## config.mk

```make
export PLATFORM = sky130hd
export DESIGN_NAME = sme_memory_arbiter
export DESIGN_NICKNAME = d
export VERILOG_FILES = /design/src/rtl/sme_mem_arb_pkg.sv /design/src/rtl/sme_memory_arbiter.sv
export SDC_FILE = /design/constraint.sdc
export NUM_CORES = 1
export LEC_CHECK = 0
export CORE_MARGIN = 2
export CORE_UTILIZATION = 45
export CTS_BUF_LIST = sky130_fd_sc_hd__clkbuf_2
export DETAILED_ROUTE_END_ITERATION = 6
export GPL_TIMING_DRIVEN = 0
export PLACE_DENSITY = 0.68
export SLEW_MARGIN = 20
export SYNTH_ARGS = -nofsm -noshare
export SYNTH_HDL_FRONTEND = slang
export SYNTH_SLANG_ARGS = --single-unit
```

## constraint.sdc

```tcl
create_clock -name ClockIn -period 2.23 [get_ports ClockIn]
set_clock_uncertainty 0.1 [all_clocks]
set_input_delay 0.5575 -clock ClockIn [delete_from_list [all_inputs] [get_ports ClockIn]]
set_output_delay 0.5575 -clock ClockIn [all_outputs]
set_load 0.005 [all_outputs]
```

## src/rtl/sme_mem_arb_pkg.sv

```systemverilog
// -----------------------------------------------------------------------------
// sme_mem_arb_pkg
// Shared definitions for the Sensor Manager memory arbiter:
//   - FSM state encoding (IDLE, SWITCH, GRANT0, GRANT1)
//   - owner constants (engine = requester 0, host = requester 1)
//   - counter width constants (turnaround and hold counters)
//   - helper functions for winner selection and owner -> grant-state mapping
// Optional feature macro referenced by users of this package: SME_ARB_TIMEOUT_EN
// -----------------------------------------------------------------------------
package sme_mem_arb_pkg;

    typedef enum logic [1:0] {
        ST_IDLE   = 2'b00,
        ST_SWITCH = 2'b01,
        ST_GRANT0 = 2'b10,
        ST_GRANT1 = 2'b11
    } arb_state_t;

    localparam logic OWNER_ENGINE = 1'b0;
    localparam logic OWNER_HOST   = 1'b1;

    localparam int unsigned TURN_CNT_W = 4;
    localparam int unsigned HOLD_CNT_W = 10;

    // Winner of an arbitration round. On a tie, round-robin picks the
    // requester that did not own the memory last; fixed priority picks the
    // engine.
    function automatic logic pick_winner(
        input logic req0,
        input logic req1,
        input logic last_owner,
        input logic round_robin
    );
        logic winner;
        if (req0 && req1) begin
            winner = round_robin ? ~last_owner : OWNER_ENGINE;
        end else if (req1) begin
            winner = OWNER_HOST;
        end else begin
            winner = OWNER_ENGINE;
        end
        return winner;
    endfunction

    // Grant state that corresponds to a given owner index.
    function automatic arb_state_t grant_state(input logic owner);
        arb_state_t st;
        if (owner == OWNER_HOST) begin
            st = ST_GRANT1;
        end else begin
            st = ST_GRANT0;
        end
        return st;
    endfunction

endpackage

```

## src/rtl/sme_memory_arbiter.sv

```systemverilog
// -----------------------------------------------------------------------------
// sme_memory_arbiter
// Arbitrates one shared Sensor Manager memory between the sensor engine
// (requester 0) and the host/AHB bridge (requester 1). Drives the memory mux
// select and gates memory enables while ownership changes hands, inserting
// TURNAROUND_CYCLES dead cycles after every Select change.
//
// Parameters:
//   TURNAROUND_CYCLES  dead cycles between Select change and Grant (0..15)
//   PRIORITY_RR        1 = round-robin on ties, 0 = requester 0 always wins
//   MAX_HOLD           hold limit while the other side waits (1..1023),
//                      only effective when SME_ARB_TIMEOUT_EN is defined
//
// Ports:
//   ClockIn          clock
//   ResetInN         asynchronous active-low reset
//   Req0 / Req1      requests, held high for the whole ownership period
//   Grant0 / Grant1  ownership indications (never both high)
//   Select           mux select, 0 = requester 0 path, 1 = requester 1 path
//   MemAccessEnable  memory enable gate, equals Grant0 | Grant1
//   Busy             arbiter not idle
//   TimeoutEvent     one-cycle pulse on forced release (0 unless
//                    SME_ARB_TIMEOUT_EN is defined)
//
// Optional feature macro: SME_ARB_TIMEOUT_EN (hold-timeout preemption).
// All outputs are registered and derived from the next state.
// -----------------------------------------------------------------------------
module sme_memory_arbiter
    import sme_mem_arb_pkg::*;
#(
    parameter int unsigned TURNAROUND_CYCLES = 1,
    parameter bit          PRIORITY_RR       = 1'b1,
    parameter int unsigned MAX_HOLD          = 64
) (
    input  logic ClockIn,
    input  logic ResetInN,
    input  logic Req0,
    input  logic Req1,
    output logic Grant0,
    output logic Grant1,
    output logic Select,
    output logic MemAccessEnable,
    output logic Busy,
    output logic TimeoutEvent
);

    // Elaboration-time guard on the legal parameter ranges.
    if ((TURNAROUND_CYCLES > 32'd15) || (MAX_HOLD < 32'd1) || (MAX_HOLD > 32'd1023)) begin : g_bad_param
        $error("sme_memory_arbiter: TURNAROUND_CYCLES or MAX_HOLD out of range");
    end

    localparam bit TURN_ZERO = (TURNAROUND_CYCLES == 32'd0);
    // The counter is loaded with N-1 on entry to SWITCH so that the grant
    // lands exactly N edges after the Select change.
    localparam logic [TURN_CNT_W-1:0] TURN_INIT =
        TURN_ZERO ? {TURN_CNT_W{1'b0}} : TURN_CNT_W'(TURNAROUND_CYCLES - 32'd1);

    arb_state_t             r_state;
    logic                   r_select;
    logic                   r_last_owner;
    logic [TURN_CNT_W-1:0]  r_tcnt;
    logic                   r_grant0;
    logic                   r_grant1;
    logic                   r_mae;
    logic                   r_busy;

    arb_state_t             w_state_nx;
    logic                   w_select_nx;
    logic                   w_last_nx;
    logic [TURN_CNT_W-1:0]  w_tcnt_nx;
    logic                   w_go_en;
    logic                   w_go_tgt;
    logic                   w_own_req;
    logic                   w_oth_req;

`ifdef SME_ARB_TIMEOUT_EN
    localparam logic [HOLD_CNT_W-1:0] HOLD_LIMIT = HOLD_CNT_W'(MAX_HOLD - 32'd1);
    logic [HOLD_CNT_W-1:0]  r_hold;
    logic [HOLD_CNT_W-1:0]  w_hold_nx;
    logic                   r_timeout;
    logic                   w_timeout_nx;
`endif

    // Select always points at the current owner or the pending winner, so the
    // request seen through Select is the one that matters in SWITCH/GRANTn.
    assign w_own_req = r_select ? Req1 : Req0;
    assign w_oth_req = r_select ? Req0 : Req1;

    // Next-state logic: decides ownership moves, turnaround countdown and
    // (optionally) hold-timeout preemption.
    always_comb begin
        w_state_nx  = r_state;
        w_select_nx = r_select;
        w_last_nx   = r_last_owner;
        w_tcnt_nx   = r_tcnt;
        w_go_en     = 1'b0;
        w_go_tgt    = r_select;
`ifdef SME_ARB_TIMEOUT_EN
        w_hold_nx    = r_hold;
        w_timeout_nx = 1'b0;
`endif
        case (r_state)
            ST_IDLE: begin
                if (Req0 || Req1) begin
                    w_go_en  = 1'b1;
                    w_go_tgt = pick_winner(Req0, Req1, r_last_owner, PRIORITY_RR);
                end else begin
                    w_state_nx = ST_IDLE;
                end
            end
            ST_SWITCH: begin
                if (!w_own_req) begin
                    // Pending winner gave up: no grant is issued.
                    if (w_oth_req) begin
                        w_go_en  = 1'b1;
                        w_go_tgt = ~r_select;
                    end else begin
                        w_state_nx = ST_IDLE;
                    end
                end else if (r_tcnt == {TURN_CNT_W{1'b0}}) begin
                    w_state_nx = grant_state(r_select);
                    w_last_nx  = r_select;
                end else begin
                    w_tcnt_nx = r_tcnt - {{(TURN_CNT_W-1){1'b0}}, 1'b1};
                end
            end
            ST_GRANT0, ST_GRANT1: begin
                if (!w_own_req) begin
                    if (w_oth_req) begin
                        w_go_en  = 1'b1;
                        w_go_tgt = ~r_select;
                    end else begin
                        w_state_nx = ST_IDLE;
                    end
                end else begin
`ifdef SME_ARB_TIMEOUT_EN
                    if (w_oth_req) begin
                        if (r_hold == HOLD_LIMIT) begin
                            w_go_en      = 1'b1;
                            w_go_tgt     = ~r_select;
                            w_timeout_nx = 1'b1;
                        end else begin
                            w_hold_nx = r_hold + {{(HOLD_CNT_W-1){1'b0}}, 1'b1};
                        end
                    end else begin
                        w_hold_nx = r_hold;
                    end
`else
                    w_state_nx = r_state;
`endif
                end
            end
            default: begin
                w_state_nx = ST_IDLE;
            end
        endcase

        // Common ownership move: grant immediately when the mux already points
        // at the winner (or no turnaround is configured), else open a gap.
        if (w_go_en) begin
            w_select_nx = w_go_tgt;
            if ((w_go_tgt == r_select) || TURN_ZERO) begin
                w_state_nx = grant_state(w_go_tgt);
                w_last_nx  = w_go_tgt;
            end else begin
                w_state_nx = ST_SWITCH;
                w_tcnt_nx  = TURN_INIT;
            end
`ifdef SME_ARB_TIMEOUT_EN
            w_hold_nx = {HOLD_CNT_W{1'b0}};
`endif
        end else begin
            w_go_tgt = r_select;
        end
    end

    // State, counters and registered outputs.
    always_ff @(posedge ClockIn or negedge ResetInN) begin
        if (!ResetInN) begin
            r_state      <= ST_IDLE;
            r_select     <= OWNER_ENGINE;
            r_last_owner <= OWNER_HOST;
            r_tcnt       <= {TURN_CNT_W{1'b0}};
            r_grant0     <= 1'b0;
            r_grant1     <= 1'b0;
            r_mae        <= 1'b0;
            r_busy       <= 1'b0;
        end else begin
            r_state      <= w_state_nx;
            r_select     <= w_select_nx;
            r_last_owner <= w_last_nx;
            r_tcnt       <= w_tcnt_nx;
            r_grant0     <= (w_state_nx == ST_GRANT0);
            r_grant1     <= (w_state_nx == ST_GRANT1);
            r_mae        <= (w_state_nx == ST_GRANT0) || (w_state_nx == ST_GRANT1);
            r_busy       <= (w_state_nx != ST_IDLE);
        end
    end

`ifdef SME_ARB_TIMEOUT_EN
    // Hold counter and timeout pulse register.
    always_ff @(posedge ClockIn or negedge ResetInN) begin
        if (!ResetInN) begin
            r_hold    <= {HOLD_CNT_W{1'b0}};
            r_timeout <= 1'b0;
        end else begin
            r_hold    <= w_hold_nx;
            r_timeout <= w_timeout_nx;
        end
    end

    assign TimeoutEvent = r_timeout;
`else
    assign TimeoutEvent = 1'b0;
`endif

    assign Grant0          = r_grant0;
    assign Grant1          = r_grant1;
    assign Select          = r_select;
    assign MemAccessEnable = r_mae;
    assign Busy            = r_busy;

endmodule

```

==> metrics.txt <==
Die W 43.28 µm; CP Cell Sequence nor2_1 > mux2i_1 > o2bb2ai_2 > inv_1 > ha_1 > a21boi_4 > o22ai_1; clk_lat worst skew 0.27 ns; Setup Viol. Count Final 0; Fin Hold WS 0.4851 ns; Synth async-reset ratio 1.000; Cells after Synth 70; num rows 14; initial antenna violation count 0; cell count after placement 94; 1st-pass router iterations 5; cell taking the most area after synthesis dfrtp_1; Seq/Total Area, Yosys 0.4342; grt total ovfl 0; post-synth cell types 37; RSZ-0062 raised after global routing false; Slew @ Worst Pin 0.5455 ns; Final nets 89; Die Y 43.28 µm; Worst R2R Start r_state[0]; hold depth 2; worst hold endpoint r_tcnt[3]; Pwr Density 1029 nW/µm²; Worst Hold Launch r_tcnt[3]; largest net degree at the start of global routing 13; Pleak 0.3569 nW; Final Max Tran Viols 0; Final Instance Area 825.8 µm²; number of top-level pins 10; type of element launching the critical path flop; CTS clock-pin slew for the worst setup and hold paths 0.13 ns; final worst path period share 0.9387; delay-heaviest family, CP compound AO/OA/AOI/OAI gates; Hold Fails Final Rpt 0; CTS Buf Count 3; CP max stage cell dfrtp_1; dpl cell area 794.5 µm²; htree depth 1; reg2reg end Busy; Critical Path AT 2.14 ns; Top FF cell, synth dfrtp_1; initial core utilization 0.4719; hold_buf cts 0; total wire length 1260 µm; buffers and inverters on the worst path 1; Reg area 301.5 µm²; Total GRT Usage 0.1643; final antenna-violating net count 0; post-synthesis cell area 694.4 µm²; Iter 0 DRT Violations 19; CTS tree done; Synth area leaders dfrtp_1 (40%), nor2_1 (5.9%), dfstp_2 (3.8%), ha_1 (3.6%), a21oi_1 (2.9%); first-pass GRT wire length 2221 µm; CP endpoint kind flop; status complete, no violations; drt wl/cell 12.86 µm; share of cells above drive strength 1 0.1951; Via Count 548; CP Class reg2reg; clock root buffer clkbuf_2; Period minus WS final 2.093 ns; Clock Tree Buf Depth 2; Peak VDD IR 555.9 µV; Finished Layout Cells 98; Fillers 139; worst reg2reg path depth 7; die area 1873 µm²; Reg2Reg Setup Slack 0.14 ns; Via density 5.592; number of global-route vias before repair 518; CTS sink count 12; headroom to the max-slew limit 0.6352; dpl hpwl 927.6 µm; core area 1471 µm²; CP Data Required Time 2.28 ns; yosys warns 0; syn_area_per_cell 9.920 µm²; Multi-input gate area 384.1 µm²; worst min-delay path category reg2reg; flop and latch count out of synthesis 12; Placer Congestion 0.7447; Synth top area share 0.3964; CP max FO 9; EDFF count, synth 0; Remaining DRCs 0; PortBufs 8; Fmax achieved 0.4777 GHz; diodes inserted 0; MaxCap Viol Count 0; Area growth, synth to finish 18.92%; syn nets 76; max incr delay on CP 0.44 ns; synth cell count leaders dfrtp_1 (11), nor2_1 (11), a21oi_1 (4), inv_1 (4)
-- what timing repair did --
item                                   CTS  global route
gates cloned                             0             0
endpoints found under the hold margin    0             0
setup buffers                            0             0
gates resized for setup                  2             1
setup endpoints to repair                9             1
-- through the flow --
| step | setup TNS (ns) | power [mW] | setup slack, ns | util |
|---|---|---|---|---|
| after floorplan | 0 | 0.5906 | 0.2715 | - |
| after global placement | -3.158 | 0.7210 | -0.3964 | 0.5400 |
| after detailed placement | -3.476 | 0.7283 | -0.4297 | 0.5400 |
| after CTS | 0 | 0.8585 | 0.1164 | 0.5570 |
| after global routing | 0 | 0.9168 | 0.006329 | 0.5612 |
| final | 0 | 0.8494 | 0.1368 | 0.5612 |
-- worst max-delay path by stage --
stage / from / endpoint / cells past startpoint
after floorplan: r_state[0] / Busy / 7
after global placement: Req1 / Busy / 7
after detailed placement: Req1 / Busy / 7
after CTS: Req0 / Busy / 6
after global routing: r_state[0] / Busy / 7
final: r_state[0] / Busy / 7
-- registers in the layout (all words and copies together) (netlist names) --
signal	flops
MemAccessEnable	1
r_state	2
Grant1	1
r_tcnt	4
Busy	1
Select	1
Grant0	1
r_last_owner	1
-- report_power, final --
group          switching (mW)  internal [mW]  total [mW]
clock                  0.0737         0.0390       0.113
combinational           0.188          0.216       0.404
sequential             0.0424          0.290       0.332
total                   0.304          0.545       0.849
-- cell families after synthesis --
family	after synthesis	share of synthesized area
compound gates	18	0.1892
flops	12	0.4342
xor+xnor	2	0.02523
buf+inv	5	0.03243
other cells	1	0.005400
fa+ha+maj	2	0.03603
simple gates	26	0.2108
mux	4	0.06666
-- layer usage --
metal  vias up  wire length, µm  GRT usage
met1       259              597     0.2091
met3         2               74    0.04255
met5         -                0          0
met4         0               17    0.09091
li1        273                -          -
met2        14              570     0.2507
-- layout by cell type, fill, tap and decap left out, types with 3 or more instances in the layout --
cell / n
inv_1: 4
nor2_1: 11
clkdlybuf4s50_1: 7
a21oi_1: 4
clkbuf_2: 3
dfrtp_1: 11
-- cell type report --
| class | instances | area share |
|---|---|---|
| multi-input cells | 53 | 0.4652 |
| flip-flops and latches | 12 | 0.3652 |
| repair buffers | 8 | 0.09545 |
| well taps | 16 | 0.02424 |
| clock buffers | 3 | 0.01818 |
| inverters | 4 | 0.01818 |
| plain buffers | 1 | 0.009091 |
| clock inverters | 1 | 0.004545 |
-- worst register-to-register path, stage by stage (launching register included) --
cell       delay (ns)
dfrtp_1          0.44
nor2_1           0.24
mux2i_1          0.25
o2bb2ai_2        0.14
inv_1            0.06
ha_1             0.29
a21boi_4         0.32
o22ai_1          0.14
Power figures use the tool's default switching activity.
